$ cat config.mk
export PLATFORM = sky130hd
export DESIGN_NAME = ttt_game_ctrl_flat
export DESIGN_NICKNAME = d
export VERILOG_FILES = /design/src/rtl/ttt_pkg.sv /design/src/rtl/ttt_game_ctrl_if.sv /design/src/rtl/ttt_move_timer.sv /design/src/rtl/ttt_game_ctrl.sv /design/src/flat_wrapper.sv
export SDC_FILE = /design/constraint.sdc
export NUM_CORES = 1
export LEC_CHECK = 0
export CORE_UTILIZATION = 30
export DETAILED_ROUTE_END_ITERATION = 16
export GPL_TIMING_DRIVEN = 0
export SLEW_MARGIN = 20
export SYNTH_ARGS = -nofsm -noshare
export SYNTH_HDL_FRONTEND = slang
export SYNTH_SLANG_ARGS = --single-unit
export TNS_END_PERCENT = 50
$ cat constraint.sdc
create_clock -name clk -period 4.1 [get_ports clk]
set_input_delay 0.615 -clock clk [delete_from_list [all_inputs] [get_ports clk]]
set_output_delay 0.615 -clock clk [all_outputs]
set_load 0.01 [all_outputs]
$ cat src/rtl/ttt_pkg.sv
// ---------------------------------------------------------------------------
// ttt_pkg
// Shared definitions for the tic-tac-toe game controller slice:
//   state_t    - controller FSM states
//   PLAYER_*   - player codes carried on turn (X = 0, O = 1)
//   RES_*      - result codes, same encoding as the board's game_state
//   cell_idx() - maps a 1-based row/col pair to a 0..8 cell index, or
//                CELL_INV when either coordinate is 0
// ---------------------------------------------------------------------------
package ttt_pkg;

  typedef enum logic [2:0] {
    S_IDLE,
    S_CLEAR,
    S_WAIT_MOVE,
    S_COMMIT,
    S_SETTLE1,
    S_SETTLE2,
    S_OVER
  } state_t;

  localparam logic PLAYER_X = 1'b0;
  localparam logic PLAYER_O = 1'b1;

  localparam logic [1:0] RES_NONE = 2'b00;
  localparam logic [1:0] RES_X    = 2'b01;
  localparam logic [1:0] RES_O    = 2'b10;
  localparam logic [1:0] RES_DRAW = 2'b11;

  localparam logic [3:0] CELL_INV = 4'hF;

  function automatic logic [3:0] cell_idx(input logic [1:0] row, input logic [1:0] col);
    if (row == 2'd0 || col == 2'd0) return CELL_INV;
    return 4'(row - 2'd1) * 4'd3 + 4'(col - 2'd1);
  endfunction

endpackage

$ cat src/rtl/ttt_game_ctrl_if.sv
// ---------------------------------------------------------------------------
// ttt_game_ctrl_if
// Bundles the player move handshake and the board bus seen by the game
// controller.
//   start          - new-game pulse
//   mv_req/row/col - per-player move request lanes (player p in [2p+1:2p])
//   mv_ack/nack    - per-player accept / reject pulses
//   brd_set/reset/row/col           - commands to the board
//   brd_valid/symbol/game_state     - board status back to the controller
// Modports: master = controller side, slave = players + board side.
// ---------------------------------------------------------------------------
interface ttt_game_ctrl_if;
  logic       start;
  logic [1:0] mv_req;
  logic [3:0] mv_row;
  logic [3:0] mv_col;
  logic [1:0] mv_ack;
  logic [1:0] mv_nack;
  logic       brd_set;
  logic       brd_reset;
  logic [1:0] brd_row;
  logic [1:0] brd_col;
  logic [8:0] brd_valid;
  logic [8:0] brd_symbol;
  logic [1:0] brd_game_state;

  modport master (
    input  start, mv_req, mv_row, mv_col, brd_valid, brd_symbol, brd_game_state,
    output mv_ack, mv_nack, brd_set, brd_reset, brd_row, brd_col
  );

  modport slave (
    output start, mv_req, mv_row, mv_col, brd_valid, brd_symbol, brd_game_state,
    input  mv_ack, mv_nack, brd_set, brd_reset, brd_row, brd_col
  );
endinterface

$ cat src/rtl/ttt_move_timer.sv
// ---------------------------------------------------------------------------
// ttt_move_timer
// Counts cycles spent waiting for a move. expired is high during the
// TIMEOUT_CYCLES-th enabled cycle after a clear, so the controller can still
// let a legal move in that same cycle win over the forfeit.
//   clk, reset - clock, asynchronous active-high reset
//   clear      - restart the count at zero
//   enable     - count this cycle
//   expired    - this enabled cycle is the last one allowed
// TIMEOUT_CYCLES = 0 disables expiry.
// ---------------------------------------------------------------------------
module ttt_move_timer #(
  parameter int TIMEOUT_CYCLES = 1000,
  parameter int TMR_W          = 16
) (
  input  logic clk,
  input  logic reset,
  input  logic clear,
  input  logic enable,
  output logic expired
);

  localparam logic [TMR_W-1:0] LAST = TMR_W'(TIMEOUT_CYCLES - 1);

  logic [TMR_W-1:0] cnt;

  always_ff @(posedge clk or posedge reset) begin
    if (reset)       cnt <= '0;
    else if (clear)  cnt <= '0;
    else if (enable) cnt <= cnt + TMR_W'(1);
  end

  // cnt holds the number of earlier enabled cycles, so LAST marks the Nth one.
  assign expired = (TIMEOUT_CYCLES != 0) && enable && (cnt == LAST);

endmodule

$ cat src/rtl/ttt_game_ctrl.sv
// ---------------------------------------------------------------------------
// ttt_game_ctrl
// Turn sequencer and move arbiter for the 3x3 tic-tac-toe board. Accepts
// legal moves from the player whose turn it is, commits them to the board,
// waits for the board's registered game_state and declares the result.
// A per-move timeout forfeits the game for the waiting player.
//   clk, reset - clock, asynchronous active-high reset
//   bus        - move handshake and board bus (ttt_game_ctrl_if.master)
//   turn       - player to move (0 = X, 1 = O)
//   busy       - game in progress (not IDLE / OVER)
//   result     - 00 none, 01 X, 10 O, 11 draw
//   forfeit    - game ended by timeout
//   err        - sticky: the board failed to record a committed move
//   moves      - moves committed this game
// ---------------------------------------------------------------------------
module ttt_game_ctrl
  import ttt_pkg::*;
#(
  parameter int TIMEOUT_CYCLES = 1000,
  parameter int TMR_W          = 16
) (
  input  logic              clk,
  input  logic              reset,
  ttt_game_ctrl_if.master   bus,
  output logic              turn,
  output logic              busy,
  output logic [1:0]        result,
  output logic              forfeit,
  output logic              err,
  output logic [3:0]        moves
);

  state_t     state, state_nxt;
  logic [1:0] req_row, req_col;
  logic [3:0] req_idx, set_idx;
  logic       req_legal, rec_ok;
  logic       accept, timeout, tmr_expired;

  // Only the lane of the player to move is ever looked at.
  assign req_row   = bus.mv_row[{turn, 1'b0} +: 2];
  assign req_col   = bus.mv_col[{turn, 1'b0} +: 2];
  assign req_idx   = cell_idx(req_row, req_col);
  assign req_legal = (req_idx != CELL_INV) && !bus.brd_valid[req_idx];

  // The board tracks its own symbol alternation; X must land as 1, O as 0.
  assign set_idx = cell_idx(bus.brd_row, bus.brd_col);
  assign rec_ok  = (set_idx != CELL_INV) && bus.brd_valid[set_idx] &&
                   (bus.brd_symbol[set_idx] == (turn == PLAYER_X));

  assign bus.brd_set   = (state == S_COMMIT);
  assign bus.brd_reset = (state == S_CLEAR);
  assign busy          = (state != S_IDLE) && (state != S_OVER);

  ttt_move_timer #(
    .TIMEOUT_CYCLES (TIMEOUT_CYCLES),
    .TMR_W          (TMR_W)
  ) u_timer (
    .clk     (clk),
    .reset   (reset),
    .clear   (state != S_WAIT_MOVE),
    .enable  (state == S_WAIT_MOVE),
    .expired (tmr_expired)
  );

  always_ff @(posedge clk or posedge reset) begin
    if (reset) state <= S_IDLE;
    else       state <= state_nxt;
  end

  // start overrides everything, including a same-cycle move request.
  always_comb begin
    state_nxt   = state;
    accept      = 1'b0;
    timeout     = 1'b0;
    bus.mv_ack  = 2'b00;
    bus.mv_nack = 2'b00;
    if (bus.start) begin
      state_nxt = S_CLEAR;
    end else begin
      case (state)
        S_IDLE:    state_nxt = S_IDLE;
        S_CLEAR:   state_nxt = S_WAIT_MOVE;
        S_WAIT_MOVE: begin
          if (bus.mv_req[turn] && req_legal) begin
            accept           = 1'b1;
            bus.mv_ack[turn] = 1'b1;
            state_nxt        = S_COMMIT;
          end else begin
            if (bus.mv_req[turn]) bus.mv_nack[turn] = 1'b1;
            if (tmr_expired) begin
              timeout   = 1'b1;
              state_nxt = S_OVER;
            end
          end
        end
        S_COMMIT:  state_nxt = S_SETTLE1;
        S_SETTLE1: state_nxt = S_SETTLE2;
        S_SETTLE2: state_nxt = (bus.brd_game_state != RES_NONE) ? S_OVER : S_WAIT_MOVE;
        S_OVER:    state_nxt = S_OVER;
        default:   state_nxt = S_IDLE;
      endcase
    end
  end

  always_ff @(posedge clk or posedge reset) begin
    if (reset) begin
      turn        <= PLAYER_X;
      result      <= RES_NONE;
      forfeit     <= 1'b0;
      err         <= 1'b0;
      moves       <= 4'd0;
      bus.brd_row <= 2'd0;
      bus.brd_col <= 2'd0;
    end else begin
      if (state == S_CLEAR) begin
        turn    <= PLAYER_X;
        result  <= RES_NONE;
        forfeit <= 1'b0;
        err     <= 1'b0;
        moves   <= 4'd0;
      end
      if (accept) begin
        bus.brd_row <= req_row;
        bus.brd_col <= req_col;
      end
      if (state == S_COMMIT) moves <= moves + 4'd1;
      if (timeout) begin
        forfeit <= 1'b1;
        result  <= (turn == PLAYER_X) ? RES_O : RES_X;
      end
      if (state == S_SETTLE2 && !bus.start) begin
        if (!rec_ok) err <= 1'b1;
        if (bus.brd_game_state != RES_NONE) result <= bus.brd_game_state;
        else turn <= (turn == PLAYER_X) ? PLAYER_O : PLAYER_X;
      end
    end
  end

endmodule

$ cat src/flat_wrapper.sv
// flat-port wrapper written by rule: the top's interface ports become plain ports
module ttt_game_ctrl_flat import ttt_pkg::*;
#(
  parameter int TIMEOUT_CYCLES = 1000,
  parameter int TMR_W          = 16
)
  (clk, reset, turn, busy, result, forfeit, err, moves, bus_start, bus_mv_req, bus_mv_row, bus_mv_col, bus_brd_valid, bus_brd_symbol, bus_brd_game_state, bus_mv_ack, bus_mv_nack, bus_brd_set, bus_brd_reset, bus_brd_row, bus_brd_col);
  ttt_game_ctrl_if bus_i ();
  input  logic clk;
  input  logic reset;
  output logic turn;
  output logic busy;
  output logic [1:0] result;
  output logic forfeit;
  output logic err;
  output logic [3:0] moves;
  input wire logic [$bits(bus_i.start)-1:0] bus_start;
  input wire logic [$bits(bus_i.mv_req)-1:0] bus_mv_req;
  input wire logic [$bits(bus_i.mv_row)-1:0] bus_mv_row;
  input wire logic [$bits(bus_i.mv_col)-1:0] bus_mv_col;
  input wire logic [$bits(bus_i.brd_valid)-1:0] bus_brd_valid;
  input wire logic [$bits(bus_i.brd_symbol)-1:0] bus_brd_symbol;
  input wire logic [$bits(bus_i.brd_game_state)-1:0] bus_brd_game_state;
  output wire logic [$bits(bus_i.mv_ack)-1:0] bus_mv_ack;
  output wire logic [$bits(bus_i.mv_nack)-1:0] bus_mv_nack;
  output wire logic [$bits(bus_i.brd_set)-1:0] bus_brd_set;
  output wire logic [$bits(bus_i.brd_reset)-1:0] bus_brd_reset;
  output wire logic [$bits(bus_i.brd_row)-1:0] bus_brd_row;
  output wire logic [$bits(bus_i.brd_col)-1:0] bus_brd_col;
  assign bus_i.start = bus_start;
  assign bus_i.mv_req = bus_mv_req;
  assign bus_i.mv_row = bus_mv_row;
  assign bus_i.mv_col = bus_mv_col;
  assign bus_i.brd_valid = bus_brd_valid;
  assign bus_i.brd_symbol = bus_brd_symbol;
  assign bus_i.brd_game_state = bus_brd_game_state;
  assign bus_mv_ack = bus_i.mv_ack;
  assign bus_mv_nack = bus_i.mv_nack;
  assign bus_brd_set = bus_i.brd_set;
  assign bus_brd_reset = bus_i.brd_reset;
  assign bus_brd_row = bus_i.brd_row;
  assign bus_brd_col = bus_i.brd_col;
  ttt_game_ctrl #(.TIMEOUT_CYCLES(TIMEOUT_CYCLES), .TMR_W(TMR_W)) u_core (.clk(clk), .reset(reset), .bus(bus_i), .turn(turn), .busy(busy), .result(result), .forfeit(forfeit), .err(err), .moves(moves));
endmodule
==> results.cfg, run 1 <==
[outcome]
outcome = finished, final reports clean

[logic_synthesis]
syn_area_per_cell_um2 = 9.118
synth_edf_count = 0
ys_ff_latch = 32
yosysMostFrequentCell = dfrtp_1
syn_nets = 288
async_reset_ff_share_pct = 100.0
synth_common_cells = dfrtp_1 (32), nor2_1 (27), nand2_1 (18)
synth-main-ff-cell = dfrtp_1
ys_seq_area_share_pct = 36.59
synth_area_leader_cell = dfrtp_1
synth_cell_types = 45
netlist_area_mm2 = 0.002188
synth.yosys.warnings = 0
yosys-top-cells-area = dfrtp_1 (37%), ha_1 (7.4%), mux2i_1 (5.5%)
syn-instance-count = 240
synth_top_area_share_pct = 36.59

[power_and_ir_drop]
p_total_uw = 1663
vdd_ir_drop_max_v = 0.0002881
p_per_area_mw_per_mm2 = 537.9
p_leak_uw = 0.001316

[floorplan]
top_level_ports = 53
rows = 30
floorplan.initialDensity_pct = 31.68
die_w_um = 87.41
fp.dieH_um = 87.41
core_area_mm2 = 0.006907
dieArea_mm2 = 0.007640

[worst_setup_path]
crit_start = u_core.turn
crit_type = reg -> out
path_cells = buf_8 > mux2i_4 > ha_4 > xor2_1 > ha_2 > fa_2 > o21ai_0 > mux2i_1 > a31o_2 > o211ai_1 > and3b_1 > dlygate4sd2_1
worstPathArrival_ns = 3.33
timing.rr.start = u_core.bus.brd_row[0]
worst_path_max_delay_cell = fa_2
worstPathMaxFanout = 10
crit_path_max_incr_delay_ns = 0.60
worst_setup_path_end_kind = output pin
worstPathRequired_ns = 3.48
critPathBufInv = 2
cp_top_family = adder cells
crit_path_start_kind = flop

[run]
cap_violations = 0

[placement]
pre_cts_ws_ns = -0.8290
place_hpwl_um = 3890
routabilityCongestion = 0.7940
dp.cells = 388
port_buffers = 52

[route]
drc = 0
viasPerCell = 4.822
routed_wl_um = 5113
ant_nets = 0
first_pass_iters = 4
wl_per_cell_um = 12.66
vias = 1948
drt_iter0_drc = 80

[sta]
relSlewSlack_pct = 57.06
finalSetupViolCount = 0
grt_setup_unrepaired = yes
fin_crit_sh_pct = 96.26
skew_ns = 0.006106
worstMarginPinSlew_ns = 0.6432
fmax_ghz = 0.2534
whs_ns = 0.4878
period_needed_ns = 3.947
finalHoldViolations = 0
slew_viol_final = 0
postLayoutSetupSlackWorst_ns = 0.1532

[global_routing]
antenna_found_initial = 0
grt_usage_pct = 14.36
grt_max_degree = 33
grt_pass1_vias = 1854
grt_overflow_total = 0
grt_pass1_wl_um = 8507

[final_layout]
area_growth_pct = 41.28
layout-drive-gt1-share_pct = 13.96
fill_cells = 685
nets = 355
stdcell_count = 404
diodes = 0

[clocking]
cts.clk_slew.worst_paths_ns = 0.07
cts_sinks = 32
insertion_delay_ns = 0.28
clk_path_buf_depth = 2
cts_tree = done
cts_made_buffers = 5
clockRootBuffer = clkbuf_8
htree_levels = 2

[worst_hold_path]
worst_hold_path_type = reg -> reg
worstHoldStart = u_core.forfeit
## through the flow
step / area, um2 / setup TNS, ns / util (%)
finish: 3092 / 0 / 44.76
global route: 3092 / -0.007216 / 44.76
CTS: 3077 / 0 / 44.55
detailed placement: 2829 / -2.761 / 40.96
global placement: 2829 / -3.015 / 40.96
floorplan: 2188 / 0 / -
## layer usage
| metal | global-route usage (%) | wire length, um |
|---|---|---|
| met5 | 0 | 0 |
| met4 | 4.620 | 88 |
| met3 | 3.223 | 172 |
| met2 | 24.36 | 2453 |
| met1 | 18.03 | 2398 |
## cell usage in the layout (no fill, tap or decap), drive strengths merged, types with 3 or more instances in the layout
cell type,count
nor4b,3
clkbuf,10
mux2i,12
a21oi,17
dlygate4sd2,5
xnor2,9
clkdlybuf4s50,44
nor2,27
o21ai,14
a211oi,3
nand2b,3
dfrtp,32
nand4,3
buf,12
nor3,5
or3,7
nand3,8
nand2,18
a21o,3
xor2,11
and3,5
inv,15
ha,13
## power by group
| group | internal, uW | switching (uW) |
|---|---|---|
| logic | 470 | 517 |
| registers | 345 | 37.1 |
| clock network | 180 | 114 |
## cells by family after synthesis
family	count (synthesis)	synth area share [%]
adder cells (fa/ha/maj)	15	9.263
flip-flops	32	36.59
XOR/XNOR	20	8.005
AO/OA/AOI/OAI	47	13.89
buffers and inverters	20	3.487
AND/OR/NAND/NOR	91	21.21
multiplexers	15	7.547
## worst paths after layout
path	cells after the start	end	slack, ns
max in group asynchronous	2	u_core.turn	2.91
hold / removal	1	u_core.forfeit	0.49
setup / recovery	12	bus_mv_nack[1]	0.15
min in group asynchronous	2	u_core.moves[0]	0.73
hold reg to reg	1	u_core.forfeit	0.49
setup reg to reg	13	u_core.err	0.70
## flip-flops by register name (all words and copies together) (netlist names)
| name | cells |
|---|---|
| u_core.state | 3 |
| u_core.err | 1 |
| u_core.forfeit | 1 |
| u_core.bus.brd_row | 2 |
| u_core.moves | 4 |
| u_core.bus.brd_col | 2 |
| u_core.result | 2 |
| u_core.u_timer.cnt | 16 |
| u_core.turn | 1 |
## timing repair
action                     CTS  global route
cloned                       0             0
resized for setup           35             4
buffers inserted             7             1
hold buffers                 0             0
pin swaps                    7             2
setup endpoints to repair    4             4
## cell type report
type                    count  area [um2]  area share (%)
plain buffers               5       31.28           1.012
clock buffers               6       72.57           2.347
clock inverters             2       35.03           1.133
inverters                  15       56.30           1.821
multi-input cells         188        1415           45.77
flip-flops and latches     32       802.0           25.94
well taps                  96       120.1           3.885
repair buffers             60       559.3           18.09
No activity file was read; power rests on OpenSTA's default activity.
==> run 2, diff against run 1 <==
--- a/config.mk
+++ b/config.mk
@@ -5,6 +5,7 @@
 export SDC_FILE = /design/constraint.sdc
 export NUM_CORES = 1
 export LEC_CHECK = 0
+export CORE_MARGIN = 2
 export CORE_UTILIZATION = 30
 export DETAILED_ROUTE_END_ITERATION = 16
 export GPL_TIMING_DRIVEN = 0
==> results.cfg, run 2 (synthesis results as in run 1) <==
[outcome]
outcome = finished, final reports clean

[route]
routed_wl_um = 5414
first_pass_iters = 4
viasPerCell = 4.869
vias = 2001
drt_iter0_drc = 48
drc = 0
ant_nets = 0
wl_per_cell_um = 13.17

[sta]
relSlewSlack_pct = 55.13
worstMarginPinSlew_ns = 0.6721
tns_ns = 0
skew_ns = 0.006195
fmax_ghz = 0.2510
postLayoutSetupSlackWorst_ns = 0.1158
period_needed_ns = 3.984
finalSetupViolCount = 0
fin_crit_sh_pct = 97.18
finalHoldViolations = 0
slew_viol_final = 0

[worst_setup_path]
timing.rr.start = u_core.bus.brd_row[0]
worst_setup_path_end_kind = output pin
crit_path_start_kind = input port
worstPathArrival_ns = 3.37
reg2reg_slack_ns = 0.65
worstPathRequired_ns = 3.48
r2r_cells = 13
worstReg2RegEnd = u_core.err
crit_type = in -> out
worstPathMaxFanout = 6

[clocking]
clk_path_buf_depth = 2
insertion_delay_ns = 0.29
cts_tree = done
cts_sinks = 32
clockRootBuffer = clkbuf_8
cts.clk_slew.worst_paths_ns = 0.06
htree_levels = 2
cts_made_buffers = 5

[final_layout]
layout-drive-gt1-share_pct = 16.03
diodes = 0
stdcell_count = 411
stdcell_area_mm2 = 0.003158
largest_registers = u_core.u_timer.cnt (16), u_core.moves (4), u_core.state (3)
regMostFlops = u_core.u_timer.cnt
area_growth_pct = 44.31
fill_cells = 695
largest_register_ffs = 16
nets = 360
final_common_cell = clkdlybuf4s50_1
multi_input_area_mm2 = 0.001438
seq_area_um2 = 802.0
layout_common_cells = clkdlybuf4s50_1 (42), dfrtp_1 (31), nor2_1 (26)

[global_routing]
antenna_found_initial = 0
grt_max_degree = 33
grt_overflow_total = 0
grt_pass1_vias = 1953
grt_usage_pct = 14.25
grt_pass1_wl_um = 8790

[floorplan]
core_area_mm2 = 0.007176
dieArea_mm2 = 0.007993
floorplan.initialDensity_pct = 30.50
top_level_ports = 53
rows = 31
die_w_um = 89.41
fp.dieH_um = 89.41

[placement]
dp.cells = 391
routabilityCongestion = 0.7738
place_hpwl_um = 3985
port_buffers = 52
pre_cts_ws_ns = -0.8789
place_area_mm2 = 0.002833

[power_and_ir_drop]
vdd_ir_drop_max_v = 0.0003153
p_leak_uw = 0.001359
p_per_area_mw_per_mm2 = 528.3

[worst_hold_path]
hold_end = u_core.u_timer.cnt[0]
worstHoldStart = u_core.u_timer.cnt[0]
worst_hold_path_type = reg -> reg
hold_depth = 1

[run]
cap_violations = 0
-- run 2: changes by cell type in the layout (fill, tap and decap cells not counted), moves of 2 or more --
cell / previous run / this run
buf_4: 8 / 13
clkbuf_8: 5 / 7
clkdlybuf4s50_1: 44 / 42
dlymetal6s2s_1: 0 / 2
-- run 2: cell type report --
type                    count  share of cell area, %
plain buffers               5                  1.149
clock buffers               7                  3.051
inverters                  15                  1.783
multi-input cells         188                  45.52
flip-flops and latches     32                  25.40
well taps                  99                  3.922
repair buffers             65                  19.18
-- run 2: per-layer routing --
layer  vias to the layer above  GRT usage (%)  share of wire [%]  wire (um)
li1                        997              -                  -          -
met1                       959          16.73                 43       2337
met2                        37          25.19                 52       2801
met3                         8          3.878                3.6        197
met4                         0          4.478                1.4         77
met5                         -              0                  0          0
-- run 2: where the power goes --
group / total [uW] / leakage, uW / switching [uW] / internal, uW
Combinational: 1020 / 0.000876 / 539 / 485
Sequential: 382 / 0.000433 / 36.9 / 345
Clock: 262 / 0.0000503 / 113 / 149
-- run 2: worst max path at each step --
stage | slack (ns) | from | to
after CTS | 0.01 | bus_mv_row[0] | bus_mv_ack[0]
after floorplan | 0.03 | u_core.turn | bus_mv_ack[0]
final | 0.12 | bus_mv_row[1] | bus_mv_nack[0]
after global placement | -0.88 | u_core.turn | bus_mv_ack[0]
after global routing | -0.004 | u_core.turn | bus_mv_ack[0]
after detailed placement | -0.88 | u_core.turn | bus_mv_ack[0]
-- run 2: worst max-delay path, cell delays in order --
cell	delay [ns]
clkdlybuf4s50_1	0.44
mux2i_4	0.27
nor2_2	0.10
ha_4	0.22
fa_2	0.39
xnor2_1	0.19
xnor2_1	0.17
buf_4	0.15
nor2_1	0.09
a21o_4	0.22
buf_4	0.16
nor4b_2	0.19
buf_2	0.16
-- run 2: stage by stage --
step           total power (uW)  util [%]  hold slack [ns]
2_1_floorplan              1086         -           0.4473
3_3_place_gp               1328     39.48           0.4623
3_5_place_dp               1353     39.48           0.4695
4_1_cts                    1661     43.00           0.4778
5_1_grt                    1795     44.01           0.4940
6_report                   1668     44.01           0.4768
-- run 2: timing repair --
item / CTS / global route
endpoints found under the setup margin: 8 / 4
hold buffers: 0 / 0
resized for setup: 36 / 8
pin swaps: 7 / 7
setup buffers: 9 / 4
